$ cat config.mk
export PLATFORM = sky130hd
export DESIGN_NAME = fc_layer_tiled_ctrl
export DESIGN_NICKNAME = d
export VERILOG_FILES = /design/src/rtl/fc_layer_tiled_ctrl.sv
export SDC_FILE = /design/constraint.sdc
export NUM_CORES = 2
export LEC_CHECK = 0
export BUFFER_PORTS_ARGS = -buffer_cell sky130_fd_sc_hd__buf_2
export CORE_ASPECT_RATIO = 1.2
export CORE_UTILIZATION = 35
export CTS_CLUSTER_SIZE = 16
export DETAILED_ROUTE_END_ITERATION = 7
export SLEW_MARGIN = 20
export SYNTH_ARGS = -nofsm -noshare
export SYNTH_HDL_FRONTEND = slang
export SYNTH_SLANG_ARGS = --single-unit
$ cat constraint.sdc
create_clock -name clk -period 8 [get_ports clk]
set_clock_uncertainty 0.1 [all_clocks]
set_input_delay 0 -clock clk [delete_from_list [all_inputs] [get_ports clk]]
set_output_delay 0 -clock clk [all_outputs]
set_load 0.1 [all_outputs]
$ cat src/rtl/fc_layer_tiled_ctrl.sv
// Tiled fully-connected layer sequencer.
// Runs NUM_PASSES CIM passes (load ibuf addresses, start MVM, drain obuf),
// accumulates signed partial sums across passes, then requantises the
// accumulators and streams them to the next layer under valid/ready.
// Optional macro FC_SIGNED_OUT_EN: signed saturated output instead of
// unsigned ReLU + saturation.
module fc_layer_tiled_ctrl #(
  parameter int DATA_SIZE     = 8,
  parameter int NUM_CHANNELS  = 2,
  parameter int PSUM_WIDTH    = 25,
  parameter int ACC_WIDTH     = 30,
  parameter int NUM_ADDR      = 32,
  parameter int NUM_ADDR_OBUF = 16,
  parameter int NUM_PASSES    = 4,
  parameter int SHIFT         = 10,
  localparam int PASS_W = (NUM_PASSES > 1) ? $clog2(NUM_PASSES) : 1,
  localparam int ADDR_W = (NUM_ADDR > 1) ? $clog2(NUM_ADDR) : 1,
  localparam int OBUF_W = (NUM_ADDR_OBUF > 1) ? $clog2(NUM_ADDR_OBUF) : 1
) (
  input  logic                               clk,
  input  logic                               rst,
  input  logic                               i_start,
  output logic                               o_ready,
  output logic [PASS_W-1:0]                  o_pass,
  output logic [ADDR_W-1:0]                  o_cim_addr,
  output logic                               o_cim_we,
  output logic                               o_cim_start,
  input  logic                               i_cim_ready,
  output logic [OBUF_W-1:0]                  o_obuf_addr,
  input  logic [NUM_CHANNELS*PSUM_WIDTH-1:0] i_obuf_data,
  input  logic                               i_next_ready,
  output logic [NUM_CHANNELS*DATA_SIZE-1:0]  o_next_data,
  output logic                               o_next_we,
  output logic                               o_next_start
);

  // The drain counter needs one extra count for the trailing read-latency cycle.
  localparam int DRAIN_W = $clog2(NUM_ADDR_OBUF + 1);

`ifdef FC_SIGNED_OUT_EN
  localparam logic signed [ACC_WIDTH-1:0] SAT_HI = ACC_WIDTH'((2 ** (DATA_SIZE - 1)) - 1);
  localparam logic signed [ACC_WIDTH-1:0] SAT_LO = ACC_WIDTH'(-(2 ** (DATA_SIZE - 1)));
`else
  localparam logic signed [ACC_WIDTH-1:0] SAT_HI = ACC_WIDTH'((2 ** DATA_SIZE) - 1);
`endif

  typedef enum logic [2:0] {
    S_IDLE,
    S_LOAD,
    S_START,
    S_WAIT,
    S_DRAIN,
    S_OUTPUT,
    S_DONE
  } state_t;

  state_t state, next_state;

  logic [PASS_W-1:0]  pass_q;
  logic [ADDR_W-1:0]  addr_q;
  logic [DRAIN_W-1:0] drain_q;
  logic [OBUF_W-1:0]  out_idx_q;

  logic signed [ACC_WIDTH-1:0] acc      [NUM_ADDR_OBUF][NUM_CHANNELS];
  logic signed [ACC_WIDTH-1:0] psum_ext [NUM_CHANNELS];

  logic [OBUF_W-1:0]                 wr_idx;
  logic [OBUF_W-1:0]                 rd_idx;
  logic [NUM_CHANNELS*DATA_SIZE-1:0] rq_word;

  logic load_last, drain_last, last_pass, out_xfer, out_last;

  assign load_last  = (addr_q == ADDR_W'(NUM_ADDR - 1));
  assign drain_last = (drain_q == DRAIN_W'(NUM_ADDR_OBUF));
  assign last_pass  = (pass_q == PASS_W'(NUM_PASSES - 1));
  assign out_xfer   = o_next_we & i_next_ready;
  assign out_last   = (out_idx_q == OBUF_W'(NUM_ADDR_OBUF - 1));

  // Shift, then clip/saturate one accumulator to an activation.
  function automatic logic [DATA_SIZE-1:0] requant(input logic signed [ACC_WIDTH-1:0] a);
    logic signed [ACC_WIDTH-1:0] v;
    v = a >>> SHIFT;
`ifdef FC_SIGNED_OUT_EN
    if (v > SAT_HI)      return SAT_HI[DATA_SIZE-1:0];
    else if (v < SAT_LO) return SAT_LO[DATA_SIZE-1:0];
    else                 return v[DATA_SIZE-1:0];
`else
    if (v[ACC_WIDTH-1])  return '0;
    else if (v > SAT_HI) return '1;
    else                 return v[DATA_SIZE-1:0];
`endif
  endfunction

  // State register.
  always_ff @(posedge clk) begin
    // NOTE: sequential state uses non-blocking assignments so every flop
    // samples pre-edge values regardless of process ordering.
    if (!rst) state <= S_IDLE;
    else      state <= next_state;
  end

  // Next-state logic.
  always_comb begin
    // NOTE: default first so no path leaves next_state unassigned (no latch).
    next_state = state;
    unique case (state)
      S_IDLE:   if (i_start) next_state = S_LOAD;
      S_LOAD:   if (load_last) next_state = S_START;
      S_START:  next_state = S_WAIT;
      // The START cycle's ready is never looked at; WAIT always lasts at
      // least one cycle, so a ready that never dropped is not trusted early.
      S_WAIT:   if (i_cim_ready) next_state = S_DRAIN;
      S_DRAIN:  if (drain_last) next_state = last_pass ? S_OUTPUT : S_LOAD;
      S_OUTPUT: if (out_xfer && out_last) next_state = S_DONE;
      S_DONE:   next_state = S_IDLE;
      default:  next_state = S_IDLE;
    endcase
  end

  assign o_ready      = (state == S_IDLE);
  assign o_cim_we     = (state == S_LOAD);
  assign o_cim_start  = (state == S_START);
  assign o_next_start = (state == S_DONE);
  assign o_pass       = pass_q;
  assign o_cim_addr   = addr_q;
  // drain_q == NUM_ADDR_OBUF (latency cycle) truncates to address 0.
  assign o_obuf_addr  = OBUF_W'(drain_q);

  // Sign-extend each channel's partial sum and pick read/write rows.
  always_comb begin
    for (int c = 0; c < NUM_CHANNELS; c++) begin
      psum_ext[c] = ACC_WIDTH'(signed'(i_obuf_data[c*PSUM_WIDTH +: PSUM_WIDTH]));
    end
    wr_idx  = OBUF_W'(drain_q - DRAIN_W'(1));
    rd_idx  = (state == S_OUTPUT) ? out_idx_q + OBUF_W'(1) : '0;
    rq_word = '0;
    for (int c = 0; c < NUM_CHANNELS; c++) begin
      rq_word[c*DATA_SIZE +: DATA_SIZE] = requant(acc[rd_idx][c]);
    end
  end

  // Accumulator array: pass 0 overwrites, later passes add.
  always_ff @(posedge clk) begin
    // NOTE: the array has no reset; pass 0 always overwrites every entry,
    // so its power-up contents never reach the output.
    if (rst && state == S_DRAIN && drain_q != '0) begin
      for (int c = 0; c < NUM_CHANNELS; c++) begin
        acc[wr_idx][c] <= (pass_q == '0) ? psum_ext[c] : acc[wr_idx][c] + psum_ext[c];
      end
    end
  end

  // Counters and the registered output stage.
  always_ff @(posedge clk) begin
    if (!rst) begin
      pass_q      <= '0;
      addr_q      <= '0;
      drain_q     <= '0;
      out_idx_q   <= '0;
      o_next_we   <= 1'b0;
      o_next_data <= '0;
    end else begin
      unique case (state)
        S_LOAD: addr_q <= load_last ? '0 : addr_q + ADDR_W'(1);
        S_DRAIN: begin
          if (drain_last) begin
            drain_q <= '0;
            if (last_pass) begin
              o_next_we   <= 1'b1;
              o_next_data <= rq_word;
              out_idx_q   <= '0;
            end else begin
              pass_q <= pass_q + PASS_W'(1);
            end
          end else begin
            drain_q <= drain_q + DRAIN_W'(1);
          end
        end
        S_OUTPUT: begin
          if (out_xfer) begin
            if (out_last) begin
              o_next_we <= 1'b0;
            end else begin
              out_idx_q   <= out_idx_q + OBUF_W'(1);
              o_next_data <= rq_word;
            end
          end
        end
        S_DONE:  pass_q <= '0;
        default: ;
      endcase
    end
  end

endmodule

# Word level (Yosys, flattened, before mapping)
# Memories as Yosys holds them, arrays and structs flattened.
# Cells that the tools add are included.
dict set report classes {
  addsub 7
  magnitude_cmp 2
  n_eq_ne 20
  muxes 36
  n_bitwise 1
  reduce_logical 12
}
# cell count
set op_table {}
lappend op_table {{$mux 16} 4}
lappend op_table {{$add 30x25->30} 2}
lappend op_table {{$mux 30} 2}
lappend op_table {{$gt 20x9->1 const B} 2}
lappend op_table {{$mux 8} 4}
lappend op_table {{$pmux 16 s2} 1}
lappend op_table {{$mux 4} 5}
lappend op_table {{$mux 3} 6}
lappend op_table {{$ne 2x2->1 const B} 9}
lappend op_table {{$pmux 3 s6} 1}
lappend op_table {{$reduce_and 5->1} 3}
lappend op_table {{$add 5x1->5 const B} 2}
lappend op_table {{$eq 5x5->1 const B} 2}
lappend op_table {{$mux 5} 2}
lappend op_table {{$eq 3x3->1 const B} 3}
lappend op_table {{$pmux 4 s2} 1}
lappend op_table {{$eq 3x2->1 const B} 2}
lappend op_table {{$mux 1} 6}
lappend op_table {{$reduce_bool 5->1} 1}
lappend op_table {{$add 4x1->4 const B} 1}
lappend op_table {{$eq 4x4->1 const B} 1}
lappend op_table {{$mux 2} 2}
lappend op_table {{$pmux 2 s2} 1}
lappend op_table {{$reduce_bool 2->1} 2}
lappend op_table {{11 further kinds} 13}
dict set report totals {
  register_bits 36
  mem_bits_rw 960
  input_bits 55
  output_inout_bits 32
  elab_cells 86
  mem_count 1
}
# memory words width rd rd_ports_with_merged_regs wr line_no
set mem_list {}
lappend mem_list {acc 16 60 2 0 1 64} ;# logic signed [ACC_WIDTH-1:0] acc [NUM_ADDR_OBUF][NUM_CHANNELS];

# Logic depth before layout (Yosys ltp)
# An unclocked memory read counts as a cell.
dict set report depth {
  ltp_word 9
  ltp_mapped 24
  depth_no_buf 16
}

# Worst setup path before layout
# No wires, ideal clock.
dict set report synth_timing {
  path_kind {register to register}
  startpoint {reg drain_q[0]}
  endpoint {mem acc[12][0] (netlist bit), enable pin}
  setup_ns 0.552
  arrival_time_ns 6.429
  t_required_ns 7.348
  setup_slack_ns 0.919
  stages_incl_launch_ff 11
  path_buffers 6
  synth_period_minus_slack_ns 7.081
  path_cell_list {dfxtp_1 -> buf_6 -> buf_2 -> buf_2 -> buf_2 -> inv_1 -> ha_1 -> xnor2_1 -> clkbuf_1 -> clkbuf_1 -> nor3_1}
}
dict set report synth_via {
  elab_chain_cells 4
  elab_cells_between_ends 5
  classes_between {add/sub: 1; mux: 2; reduce/logical: 2}
}
# element line_no
set synth_rtl {}
lappend synth_rtl {{start, declared} 61} ;# logic [DRAIN_W-1:0] drain_q;
lappend synth_rtl {{start signal, assigned} 176} ;# drain_q <= drain_q + DRAIN_W'(1);
lappend synth_rtl {{$reduce_bool 5->1} 146} ;# if (rst && state == S_DRAIN && drain_q != '0) begin
lappend synth_rtl {{$logic_and 1x1->1} 146}
lappend synth_rtl {{$mux 1} 146}
lappend synth_rtl {{$mux 1} 148} ;# acc[wr_idx][c] <= (pass_q == '0) ? psum_ext[c] : acc[wr_idx][c] + psum_ext[c];
lappend synth_rtl {{end, declared} 64}
# Several ways; a longest one is shown, not always the timed one.

# Worst setup path after layout
dict set report layout_timing {
  startpoint {reg drain_q[0]}
  endpoint {mem acc[12][29] (netlist bit) (data pin)}
}
dict set report layout_via {
  elab_chain_cells 4
}
# element line_no
set layout_rtl {}
lappend layout_rtl {{$sub 4x1->4} 134} ;# wr_idx = OBUF_W'(drain_q - DRAIN_W'(1));
lappend layout_rtl {{$mem_v2 16x60} --}
lappend layout_rtl {{$add 30x25->30} 148}
lappend layout_rtl {{$mux 30} 148}
# No other way between the ends.

==> results.toml <==
[outcome]
run_status = "finished with violations"
violations_in_the_final_reports = "DRC"

[grt]
wire_length_of_the_first_global_routing_pass_mm = 182
grt_antenna_before_repair = 2
grt_overflow_total = 0
largest_net_degree_at_the_start_of_global_routing = 66
first_global_vias = 26900
track_usage_pct = 19.2

[timing]
finalCritPeriodShare_pct = 78.6
actual_transition_at_the_worst_max_transition_pin_ps = 1110
final_max_slew_viol_count = 0
timing.hold.ws_ps = 75.0
maxClockFrequency_mhz = 159
totalNegativeSetupSlack_ps = 0
setup_viol = 0
setup_ws_ps = 1710
max_slew_margin_pct = 25.7
final_hold_viol_count = 0
unrepaired_setup_endpoints_after_global_routing = "no"
finalCriticalPeriod_ps = 6290

[power_and_ir_drop]
power.ir.vdd_worst_v = 0.000264
post-layout-total-power_mw = 15.7
pwr_density_cell_mw_per_mm2 = 303
leakagePower_nw = 16.4

[critical_path]
worst-path-max-fanout = 36
timing.reg2reg.setup_slack_ps = 1710
worstSetupEndpointType = "flip-flop"
required_ps = 8260
worst-endpoint-arrival_ps = 6550
worstReg2RegEnd = "acc[12][29]"
worst_setup_startpoint = "drain_q[0]"
worstReg2RegStart = "drain_q[0]"
worst_setup_path_class = "reg2reg"
timing.reg2reg.worst_path_depth = 14
cp-start-kind = "flip-flop"

[floorplanning]
floorplan.rows = 143
floorplan.die.width_um = 329
design.core.area_mm2 = 0.127
design.portCount = 87
floorplan.initialDensity_pct = 35.4
floorplan.die.height_um = 394
fp.dieArea_mm2 = 0.130

[route]
detailedRoute.firstPassIterationCount = 7
finalWirelength_mm = 125
drt_iter0_drc = 2707
route.detailed.drc = 8
routed_wire_length_per_instance_um = 27.1
num_vias = 26400
routed_vias_inst = 5.73
antenna_violating_nets_post_route = 0

[final_layout]
regArea_mm2 = 0.0296
syn2layout_area_growth_pct = 14.9
multi_input_comb_area_mm2 = 0.0147
final.fill_count = 11500
final_core_util_pct = 40.6
final_layout_size_suffix_gt1_share_pct = 24.7
nNetsFinal = 2985

[clocking]
cts_tree = "done"
clock_sinks = 996
cts_root_buffer = "clkbuf_16"
clock_tree.buffer_depth = 3
cts_inserted_buffers = 99
source_to_sink_clock_delay_at_the_later_pin_of_the_worst_skew_pair_ps = 700
clk_pin_slew_worst_paths_ps = 60
cts.htree.levels = 3

[flow_run]
maxCapViolCount = 0

[yosys]
synth.yosys.warnings = 0
synth_largest_type_area_fraction_pct = 64.2
postSynthRegisterBits = 996
synthesis.area_per_instance_um2 = 17.0
synth-edff-count = 960
async_flop_share_pct = 0
syn_area_mm2 = 0.0449
yosys_most_used_dff = "edfxtp_1"
post_synth_inst_count = 2649
synth.yosys.seq_area_share_pct = 65.8
synthesis.nets = 2775
synthDominantAreaCellType = "edfxtp_1"
synth.top_cells.by_area = "edfxtp_1, mux4_2, ha_1, nand2_1, dfxtp_1"
synth.distinct_cells = 77

[min_path]
hold_path.startpoint = "i_obuf_data[24]"
holdCritPathClass = "in2reg"
capture_endpoint_of_the_worst_hold_path = "acc[6][55]"
hold_depth = 4

[placement]
place.detailed.hpwl_mm = 77.3
dp_slack_ps = 1600
finalWeightedCongestion = 0.849
total_of_buffers_placed_on_input_and_output_ports = 86
==> where the power goes <==
group	total, mW	leakage (nW)	internal [mW]	switching (mW)
Sequential	6.00	8.92	5.95	0.0468
Clock	4.65	1.56	2.64	2.00
Combinational	5.01	5.93	2.19	2.81
Total	15.7	16.4	10.8	4.86
==> cell families (layout without fill, tap and decap cells) <==
| kind of cell | Yosys count | after routing | synth area share [%] |
|---|---|---|---|
| AOI/OAI and AO/OA | 403 | 403 | 5.96 |
| DFF | 996 | 996 | 65.8 |
| and+or+nand+nor | 586 | 586 | 6.37 |
| xor gates and xnor gates | 56 | 56 | 1.09 |
| muxes | 350 | 350 | 16.9 |
| buffers and inverters | 187 | 479 | 1.85 |
| other | 0 | 1 | 0 |
| adders and majority gates | 71 | 71 | 2.01 |
==> cell type report <==
class                      count  area share, %
sequential                   996           57.3
multi-input combinational   1466           28.5
clock buffer                 117           5.03
tap                         1667           4.04
timing repair buffer         260           3.70
clock inverter                66           1.17
inverter                      36          0.262
antenna                        1        0.00485
==> state kept, by name, indices dropped and copies added (netlist names) <==
signal and count:
o_cim_addr 5, out_idx_q 4, o_next_we 1, o_next_data 16, acc 960, drain_q 5
o_pass 2, state 3
==> cell usage in the layout (no fill, tap or decap), types with 44 or more instances in the layout <==
cell type,netlist,layout
clkbuf_16,0,101
buf_4,13,116
dlygate4sd3_1,0,55
mux4_2,328,328
nor4_1,67,67
ha_1,69,66
nor2_1,59,59
edfxtp_1,960,960
nor3_1,60,44
o21ai_0,110,108
buf_2,42,86
nand3_1,61,61
nand2_1,230,230
a21oi_1,82,82
==> cells in the mapped netlist, types with 4 or more instances <==
| cell | instances |
|---|---|
| mux4_2 | 328 |
| a31oi_1 | 18 |
| nor2_1 | 59 |
| inv_1 | 35 |
| ha_1 | 69 |
| buf_1 | 8 |
| clkbuf_1 | 84 |
| a211oi_1 | 33 |
| a221oi_1 | 7 |
| o22ai_1 | 5 |
| nand4_1 | 21 |
| nor3_1 | 60 |
| xor2_1 | 34 |
| nor2b_1 | 33 |
| or4_1 | 5 |
| buf_6 | 4 |
| dfxtp_1 | 36 |
| or3_1 | 5 |
| a311oi_1 | 30 |
| o31ai_1 | 9 |
| a221o_1 | 9 |
| mux2i_1 | 17 |
| o21ai_1 | 5 |
| nand2_1 | 230 |
| a21oi_1 | 82 |
| nor4_1 | 67 |
| mux2_2 | 5 |
| and2_1 | 6 |
| o21a_1 | 18 |
| a21o_1 | 26 |
| o21bai_1 | 6 |
| buf_4 | 13 |
| buf_2 | 42 |
| and3_1 | 10 |
| edfxtp_1 | 960 |
| nand3_1 | 61 |
| o21ai_0 | 110 |
| nand2b_1 | 9 |
| o211ai_1 | 11 |
| xnor2_1 | 22 |
==> worst max-delay path: stages (launching register included) <==
cell       delay (ps)
dfxtp_4           480
buf_4             570
buf_4             700
mux4_2            580
mux4_2            530
ha_1              400
a21oi_1           170
o21ai_1           110
a2111oi_0         510
a31oi_2           270
a211oi_1          340
o41ai_2           120
xnor2_1           130
nor2_1            120
xor2_1            760
==> worst max-delay path by stage <==
stage	endpoint	slack, ps	cells after the start
4_1_cts	acc[12][29]	1580	14
6_report	acc[12][29]	1710	14
3_5_place_dp	acc[7][29]	1600	14
3_3_place_gp	acc[1][29]	1660	14
5_1_grt	acc[6][29]	1110	14
2_1_floorplan	acc[12][0]	920	10
==> routing by layer <==
layer / track usage [%] / wire length [um]
met1: 24.9 / 49500
met2: 33.4 / 64200
met3: 2.80 / 8240
met4: 5.36 / 2890
met5: 0 / 26
==> per-stage QoR <==
step | cells | area (um^2)
floorplan | 2649 | 44900
global placement | 4370 | 47800
detailed placement | 4370 | 47900
CTS | 4607 | 51600
global route | 4608 | 51600
finish | 4609 | 51600
==> what timing repair did <==
| item | CTS | global route |
|---|---|---|
| hold buffers | 54 | 1 |
| gates resized for setup | 0 | 0 |
| buffers inserted | 0 | 0 |
| endpoints found under the hold margin | 852 | 16 |
Power figures use the tool's default switching activity.
